<file path="config.mk">
export PLATFORM = sky130hd
export DESIGN_NAME = mux_scan_sequencer
export DESIGN_NICKNAME = d
export VERILOG_FILES = /design/src/rtl/mux_pkg.sv /design/src/rtl/mux_settle_counter.sv /design/src/rtl/mux_scan_sequencer.sv
export SDC_FILE = /design/constraint.sdc
export NUM_CORES = 1
export LEC_CHECK = 0
export CORE_ASPECT_RATIO = 0.7
export CORE_MARGIN = 3
export CORE_UTILIZATION = 38
export DETAILED_ROUTE_END_ITERATION = 12
export MAX_ROUTING_LAYER = met4
export PLACE_DENSITY = 0.68
export SYNTH_ARGS = -nofsm -noshare
export SYNTH_HDL_FRONTEND = slang
export SYNTH_SLANG_ARGS = --single-unit
export TNS_END_PERCENT = 50
</file>
<file path="constraint.sdc">
create_clock -name i_clk -period 1.6 [get_ports i_clk]
set_clock_uncertainty 0.1 [all_clocks]
set_input_delay 0.4 -clock i_clk [delete_from_list [all_inputs] [get_ports i_clk]]
set_output_delay 0.4 -clock i_clk [all_outputs]
set_load 0.05 [all_outputs]
</file>
<file path="src/rtl/mux_pkg.sv">
// Shared types and channel mapping for the mux scan sequencer family.
package mux_pkg;

  localparam int MUX_CH = 4;
  localparam int SEL_W  = 2;

  typedef enum logic [1:0] {
    IDLE    = 2'd0,
    SETTLE  = 2'd1,
    CAPTURE = 2'd2,
    FINISH  = 2'd3
  } state_t;

  // S[1] selects at the first 2:1 level and S[0] at the output, so step k routes D[{k[0],k[1]}].
  function automatic logic [SEL_W-1:0] step_to_ch(input logic [SEL_W-1:0] step);
    return {step[0], step[1]};
  endfunction

endpackage

</file>
<file path="src/rtl/mux_settle_counter.sv">
// Loadable down-counter timing how long a mux select is held before sampling.
// o_expire is high when the count is at 1 or below, i.e. this is the last settle cycle.
module mux_settle_counter #(
  parameter int CNT_W = 4
) (
  input  logic             i_clk,
  input  logic             i_rst,
  input  logic             i_load,
  input  logic [CNT_W-1:0] i_load_val,
  input  logic             i_dec,
  output logic             o_expire
);

  logic [CNT_W-1:0] r_count;

  always_ff @(posedge i_clk) begin
    if (i_rst) begin
      r_count <= '0;
    end else if (i_load) begin
      r_count <= i_load_val;
    end else if (i_dec && (r_count != '0)) begin
      r_count <= r_count - CNT_W'(1);
    end
  end

  assign o_expire = (r_count <= CNT_W'(1));

endmodule

</file>
<file path="src/rtl/mux_scan_sequencer.sv">
// Steps a 4:1 mux through all channels, samples each after a settle time and publishes one atomic word.
// Optional MUX_SCAN_CONTINUOUS_EN: scans repeat back-to-back after the first start until reset.
module mux_scan_sequencer
  import mux_pkg::*;
#(
  parameter int SETTLE_CYCLES = 1,
  parameter int CNT_W         = 4
) (
  input  logic              i_clk,
  input  logic              i_rst,
  input  logic              i_start,
  input  logic              i_mux_y,
  output logic [SEL_W-1:0]  o_mux_sel,
  output logic              o_busy,
  output logic              o_done,
  output logic [MUX_CH-1:0] o_sample,
  output logic              o_sample_valid
);

  localparam logic [CNT_W-1:0] LP_SETTLE = CNT_W'(SETTLE_CYCLES);
  localparam state_t           LP_RUN_ST = (SETTLE_CYCLES == 0) ? CAPTURE : SETTLE;

  state_t              r_state;
  logic [SEL_W-1:0]    r_step;
  logic [MUX_CH-1:0]   r_shadow;
  logic [MUX_CH-1:0]   r_sample;
  logic                r_sample_valid;

  state_t              w_state_nxt;
  logic                w_load;
  logic                w_dec;
  logic                w_expire;
  logic [MUX_CH-1:0]   w_shadow_nxt;

  mux_settle_counter #(
    .CNT_W (CNT_W)
  ) u_settle (
    .i_clk      (i_clk),
    .i_rst      (i_rst),
    .i_load     (w_load),
    .i_load_val (LP_SETTLE),
    .i_dec      (w_dec),
    .o_expire   (w_expire)
  );

  always_comb begin
    w_state_nxt = r_state;
    w_load      = 1'b0;
    w_dec       = 1'b0;
    case (r_state)
      IDLE: begin
        if (i_start) begin
          w_state_nxt = LP_RUN_ST;
          w_load      = 1'b1;
        end
      end
      SETTLE: begin
        if (w_expire) begin
          w_state_nxt = CAPTURE;
        end else begin
          w_dec = 1'b1;
        end
      end
      CAPTURE: begin
        if (r_step != SEL_W'(MUX_CH - 1)) begin
          w_state_nxt = LP_RUN_ST;
          w_load      = 1'b1;
        end else begin
          w_state_nxt = FINISH;
        end
      end
      FINISH: begin
`ifdef MUX_SCAN_CONTINUOUS_EN
        w_state_nxt = LP_RUN_ST;
        w_load      = 1'b1;
`else
        w_state_nxt = IDLE;
`endif
      end
      default: w_state_nxt = IDLE;
    endcase
  end

  always_comb begin
    w_shadow_nxt                     = r_shadow;
    w_shadow_nxt[step_to_ch(r_step)] = i_mux_y;
  end

  // Step wraps 3->0 on the last capture, which also returns the select to channel 0 for FINISH/IDLE.
  always_ff @(posedge i_clk) begin
    if (i_rst) begin
      r_state        <= IDLE;
      r_step         <= '0;
      r_shadow       <= '0;
      r_sample       <= '0;
      r_sample_valid <= 1'b0;
    end else begin
      r_state <= w_state_nxt;
      if (r_state == CAPTURE) begin
        r_shadow <= w_shadow_nxt;
        r_step   <= r_step + SEL_W'(1);
        if (r_step == SEL_W'(MUX_CH - 1)) begin
          r_sample       <= w_shadow_nxt;
          r_sample_valid <= 1'b1;
        end
      end
    end
  end

  assign o_mux_sel      = r_step;
  assign o_done         = (r_state == FINISH);
  assign o_sample       = r_sample;
  assign o_sample_valid = r_sample_valid;
`ifdef MUX_SCAN_CONTINUOUS_EN
  assign o_busy = (r_state != IDLE);
`else
  assign o_busy = (r_state == SETTLE) || (r_state == CAPTURE);
`endif

endmodule

</file>
==> impl_metrics.yaml, run 1 <==
flow_run:
  drv_cap: 0
placement:
  place_worst_setup_slack_ns: 0.0562
  place_area_sq_um: 1070
  dp_hpwl_um: 1310
  port_buffers: 12
  gp_congestion: 0.797
setup_path:
  worstSetupStartpointType: "flip-flop"
  crit_fanout: 3
  critPathCaptureType: "primary output"
  reg2regPathDepth: 8
  worstPathArrival_ns: 1.12
  required_ns: 1.10
  path_class: "reg -> out"
cells_and_area:
  fin_util_pct: 61.5
  fin_area_sq_um: 1200
  diodes: 0
  drive_gt1_share_pct: 32.8
  synthToLayoutAreaGrowth_pct: 45.9
  nNetsFinal: 131
grt:
  grt_pass1_vias: 703
  antenna_found_initial: 0
  grtUsageTotal_pct: 16.6
  overflow: 0
  grt_pass1_wl_um: 3150
  grt_start_max_net_pins: 12
logic_synthesis:
  synth_top_area_share_pct: 38.9
  post-synth-top-area-cell: "dfxtp_1"
  synth_edf_count: 0
  synth_nets: 107
  ys_top_cells_by_area: "dfxtp_1, ha_1, nor2_1"
  synth.top_cells.by_count: "dfxtp_1, nor2_1, ha_1, nand2_1, inv_1"
  synth_area_sq_um: 823
  synth_area_per_cell_sq_um: 8.85
  syn_inst: 93
  synth-seq-cells: 16
  seq_area_frac_synth_pct: 38.9
  yosysUniqueCellTypes: 25
  synth.most_common_cell: "dfxtp_1"
  ys_warn_count: 0
  async_flop_share_pct: 0
  ys.flop_type: "dfxtp_1"
route:
  ant_nets: 0
  vias: 725
  drc: 0
  wl_per_cell_um: 14.8
  drtPass1Iterations: 4
  finalWirelength_um: 2040
  viasPerCell: 5.25
  drt-initial-drc-count: 27
die:
  num_io_pins: 13
  rows: 13
  start_util_pct: 42.2
  die_h_um: 44.9
  die_x_um: 61.6
  dieArea_sq_um: 2770
  core_sq_um: 1950
clock_tree:
  clk_pin_slew_ns: 0.09
  cts.sinks: 16
  cts_made_buffers: 3
  root_buffer: "clkbuf_4"
  cts_tree: "built"
  h-tree-depth: 1
  clockBufferDepth: 2
  clk_latency_ns: 0.29
power:
  worst_ir_drop_vdd_uv: 652
  finalPower_w: 0.00169
  p_per_area_nw_per_um2: 1410
  leakagePower_nw: 0.453
sta:
  tightest_slew_ns: 0.358
  finalSetupViolCount: 1
  setup_ws_ns: -0.0233
  finalCritPeriodShare_pct: 101
  slew_headroom_pct: 76.0
  hold_viol: 0
  fmax_mhz: 616
  setup_tns_ns: -0.0233
  drv_slew: 0
  rsz0062_at_grt: "true"
  min_period_ns: 1.62
status:
  violations: "setup timing"
  outcome: "finished with violations"
hold_path:
  min_path_type: "reg -> reg"
  min_delay_path_depth: 2
[placed cells by master (no fill, tap or decap), drive strengths merged, types with 2 or more instances in the layout]
cell           count
a21oi              7
dfxtp             16
a211oi             4
xnor2              3
inv                8
ha                10
clkbuf             4
nor2              12
nand3              3
nor3               2
buf               19
nand2b             2
mux2i              4
clkdlybuf4s50      3
nand2             10
[layer usage]
| layer | GRT usage (%) | wire length [um] | vias to the layer above | part of all wire (%) |
|---|---|---|---|---|
| met5 | - | 0 | - | 0 |
| met4 | 5.93 | 53 | 0 | 2.6 |
| met3 | 6.00 | 104 | 6 | 5.1 |
| met2 | 25.1 | 967 | 18 | 47 |
| met1 | 20.4 | 915 | 338 | 45 |
| li1 | - | - | 363 | - |
[logic make-up after synthesis]
group                    Yosys count  share of synthesized area [%]
buffers and inverters             11                           5.32
adder cells (fa/ha/maj)           10                           15.2
AO/OA/AOI/OAI                     17                           15.0
AND/OR/NAND/NOR                   31                           16.4
XOR/XNOR                           4                           4.26
multiplexers                       4                           4.86
flip-flops                        16                           38.9
[worst max-delay path, stage by stage (launching register included)]
cell and delay [ns]:
dfxtp_4 0.39, inv_4 0.05, ha_4 0.27, buf_12 0.12
[through the flow]
step / hold slack [ns] / std cells
6_report: 0.365 / 138
5_1_grt: 0.394 / 138
4_1_cts: 0.368 / 135
3_5_place_dp: 0.356 / 127
3_3_place_gp: 0.341 / 127
2_1_floorplan: 0.336 / 93
[path summary, 6_finish.rpt]
check / startpoint / endpoint / slack, ns
worst min-delay path: r_shadow[2] / r_shadow[2] / 0.37
worst min register to register: r_shadow[2] / r_shadow[2] / 0.37
worst max-delay path: r_state[0] / o_busy / -0.02
worst max register to register: r_state[0] / r_state[1] / 0.02
[cell type report]
type / count / area, sq um
Timing Repair Buffer: 22 / 285
Sequential cell: 16 / 328
Fill cell: 167 / 751
Clock buffer: 4 / 36.3
Inverter: 8 / 32.5
Multi-Input combinational cell: 66 / 492
Tap cell: 22 / 27.5
[where the power goes]
| group | leakage (nW) | internal, W | total, W | switching, W |
|---|---|---|---|---|
| Sequential | 0.132 | 0.000462 | 0.000536 | 0.0000748 |
| Clock | 0.0210 | 0.000139 | 0.000267 | 0.000128 |
| Combinational | 0.300 | 0.000433 | 0.000890 | 0.000456 |
| Total | 0.453 | 0.00103 | 0.00169 | 0.000659 |
[sequential cells by signal, indices dropped and copies added (netlist names)]
register,flops
o_mux_sel,2
r_state,2
r_shadow,3
o_sample,4
o_sample_valid,1
u_settle.r_count,4
[repair_timing]
action | CTS | global route
endpoints found under the setup margin | 2 | 4
resized for setup | 7 | 5
hold buffers | 0 | 0
pin swaps | 0 | 1
setup buffers | 4 | 3
(Power assumes the default switching activity.)
==> inputs of run 2 (changes only) <==
RECOVER_POWER = 100   (was default)
SLEW_MARGIN = 20   (was default)
==> run 2 against run 1 <==
  * The flow still finishes with violations (setup timing)
  * Utilization shrank 4.0 points
  * Die area is the same
  * First-iteration DRC count is the same
  * Register-to-register slack is essentially flat
  * Maximum frequency grew 0.19%
  * Critical path depth is the same
  * Combinational power is essentially flat
  * Sequential share of layout area grew 1.7 points
  * Cell count is the same
  * Final area shrank 6.5%
  * Hold slack gained 0.0032 ns
  * Critical endpoint unchanged
==> impl_metrics.yaml, run 2 (synthesis results as in run 1) <==
grt:
  grt_pass1_vias: 703
  grt_pass1_wl_um: 3150
  grtUsageTotal_pct: 16.6
  overflow: 0
  grt_start_max_net_pins: 12
  antenna_found_initial: 0
clock_tree:
  root_buffer: "clkbuf_4"
  clk_latency_ns: 0.29
  clk_pin_slew_ns: 0.09
  clockBufferDepth: 2
  h-tree-depth: 1
  holdBufCountCts: 0
  cts.sinks: 16
  cts_made_buffers: 3
  cts_tree: "built"
cells_and_area:
  synthToLayoutAreaGrowth_pct: 36.5
  drive_gt1_share_pct: 31.0
  nNetsFinal: 131
  layout_common_cells: "dfxtp_1, nor2_1, nand2_1, buf_4, ha_1"
  layout_commonest_cell: "dfxtp_1"
  stdcell_count: 138
  diodes: 0
flow_run:
  drv_cap: 0
sta:
  finalCritPeriodShare_pct: 101
  hold_viol: 0
  setup_ws_ns: -0.0202
  fmax_mhz: 617
  rsz0062_at_grt: "true"
  finalSetupViolCount: 1
  drv_slew: 0
  whs_ns: 0.368
  slew_headroom_pct: 76.2
  tightest_slew_ns: 0.355
  min_period_ns: 1.62
hold_path:
  min_delay_path_depth: 2
  min_path_type: "reg -> reg"
  min_to: "r_shadow[0]"
  hold_start: "r_shadow[0]"
setup_path:
  worstPathArrival_ns: 1.12
  cp_slowest_cell: "dfxtp_4"
  path_class: "reg -> out"
  reg2reg_slack_ns: 0.02
  max_stage_delay_ns: 0.39
  worstSetupStartpointType: "flip-flop"
  r2r-end: "r_state[1]"
  crit_fanout: 3
  reg2regPathDepth: 8
  required_ns: 1.10
  path_cells: "inv_4, ha_4, buf_12"
  critPathCaptureType: "primary output"
  worstReg2RegStart: "r_state[0]"
die:
  die_h_um: 44.9
  die_x_um: 61.6
  dieArea_sq_um: 2770
  rows: 13
  start_util_pct: 42.2
  num_io_pins: 13
  core_sq_um: 1950
route:
  wl_per_cell_um: 14.9
  finalWirelength_um: 2050
  ant_nets: 0
  drt-initial-drc-count: 27
  drtPass1Iterations: 4
  drc: 0
  viasPerCell: 5.32
  vias: 734
status:
  violations: "setup timing"
  outcome: "finished with violations"
placement:
  port_buffers: 12
  dp_cells: 127
  gp_congestion: 0.797
  place_worst_setup_slack_ns: 0.0562
  dp_hpwl_um: 1310
power:
  p_per_area_nw_per_um2: 1500
  finalPower_w: 0.00169
  leakagePower_nw: 0.435
  worst_ir_drop_vdd_uv: 652
run 2: cell types whose count changed in the layout (fill, tap and decap cells not counted):
cell / change
clkbuf_2: +5
dfxtp_1: +2
buf_12: -5
dfxtp_2: -2
run 2: where the power goes:
| group | switching, W | leakage, nW | internal [W] |
|---|---|---|---|
| Combinational | 0.000458 | 0.283 | 0.000433 |
| Sequential | 0.0000742 | 0.131 | 0.000460 |
| Clock | 0.000126 | 0.0210 | 0.000139 |
run 2: worst max-delay path: cells and delay by family (launching register included):
kind       cells  cell delay (ns)
fa+ha+maj      1             0.27
buf+inv        2             0.17
flops          1             0.39
run 2: stage by stage:
stage	area, sq um	util (%)	setup TNS [ns]
3_3_place_gp	1070	54.9	0
2_1_floorplan	826	-	0
4_1_cts	1160	59.4	-0.00778
3_5_place_dp	1070	54.9	0
5_1_grt	1120	57.6	-0.110
6_report	1120	57.6	-0.0202
run 2: how the worst max path moves through the flow:
stage / from / end / slack (ns) / cells past startpoint
3_3_place_gp: i_start / u_settle.r_count[1] / 0.11 / 4
6_report: r_state[0] / o_busy / -0.02 / 3
5_1_grt: r_state[0] / o_busy / -0.04 / 3
2_1_floorplan: r_state[0] / o_busy / 0.12 / 2
3_5_place_dp: i_start / u_settle.r_count[1] / 0.06 / 4
4_1_cts: r_state[0] / o_busy / -0.008 / 3
run 2: final cells by class:
type / count / area [sq um]
clock buffers: 4 / 36.3
fillers: 176 / 828
inverters: 8 / 32.5
multi-input cells: 66 / 492
flip-flops and latches: 16 / 325
well taps: 22 / 27.5
repair buffers: 22 / 210
run 2: routing by layer:
metal,global-route usage (%),wire length [um]
met5,-,0
met3,6.00,130
met1,20.4,893
met2,25.1,975
met4,5.93,53
run 2: repair_timing:
| item | 4_1_cts | 5_1_grt |
|---|---|---|
| resized for setup | 7 | 5 |
| endpoints found under the setup margin | 2 | 4 |
| pin swaps | 0 | 1 |
| setup buffers | 4 | 3 |
| cloned | 0 | 0 |
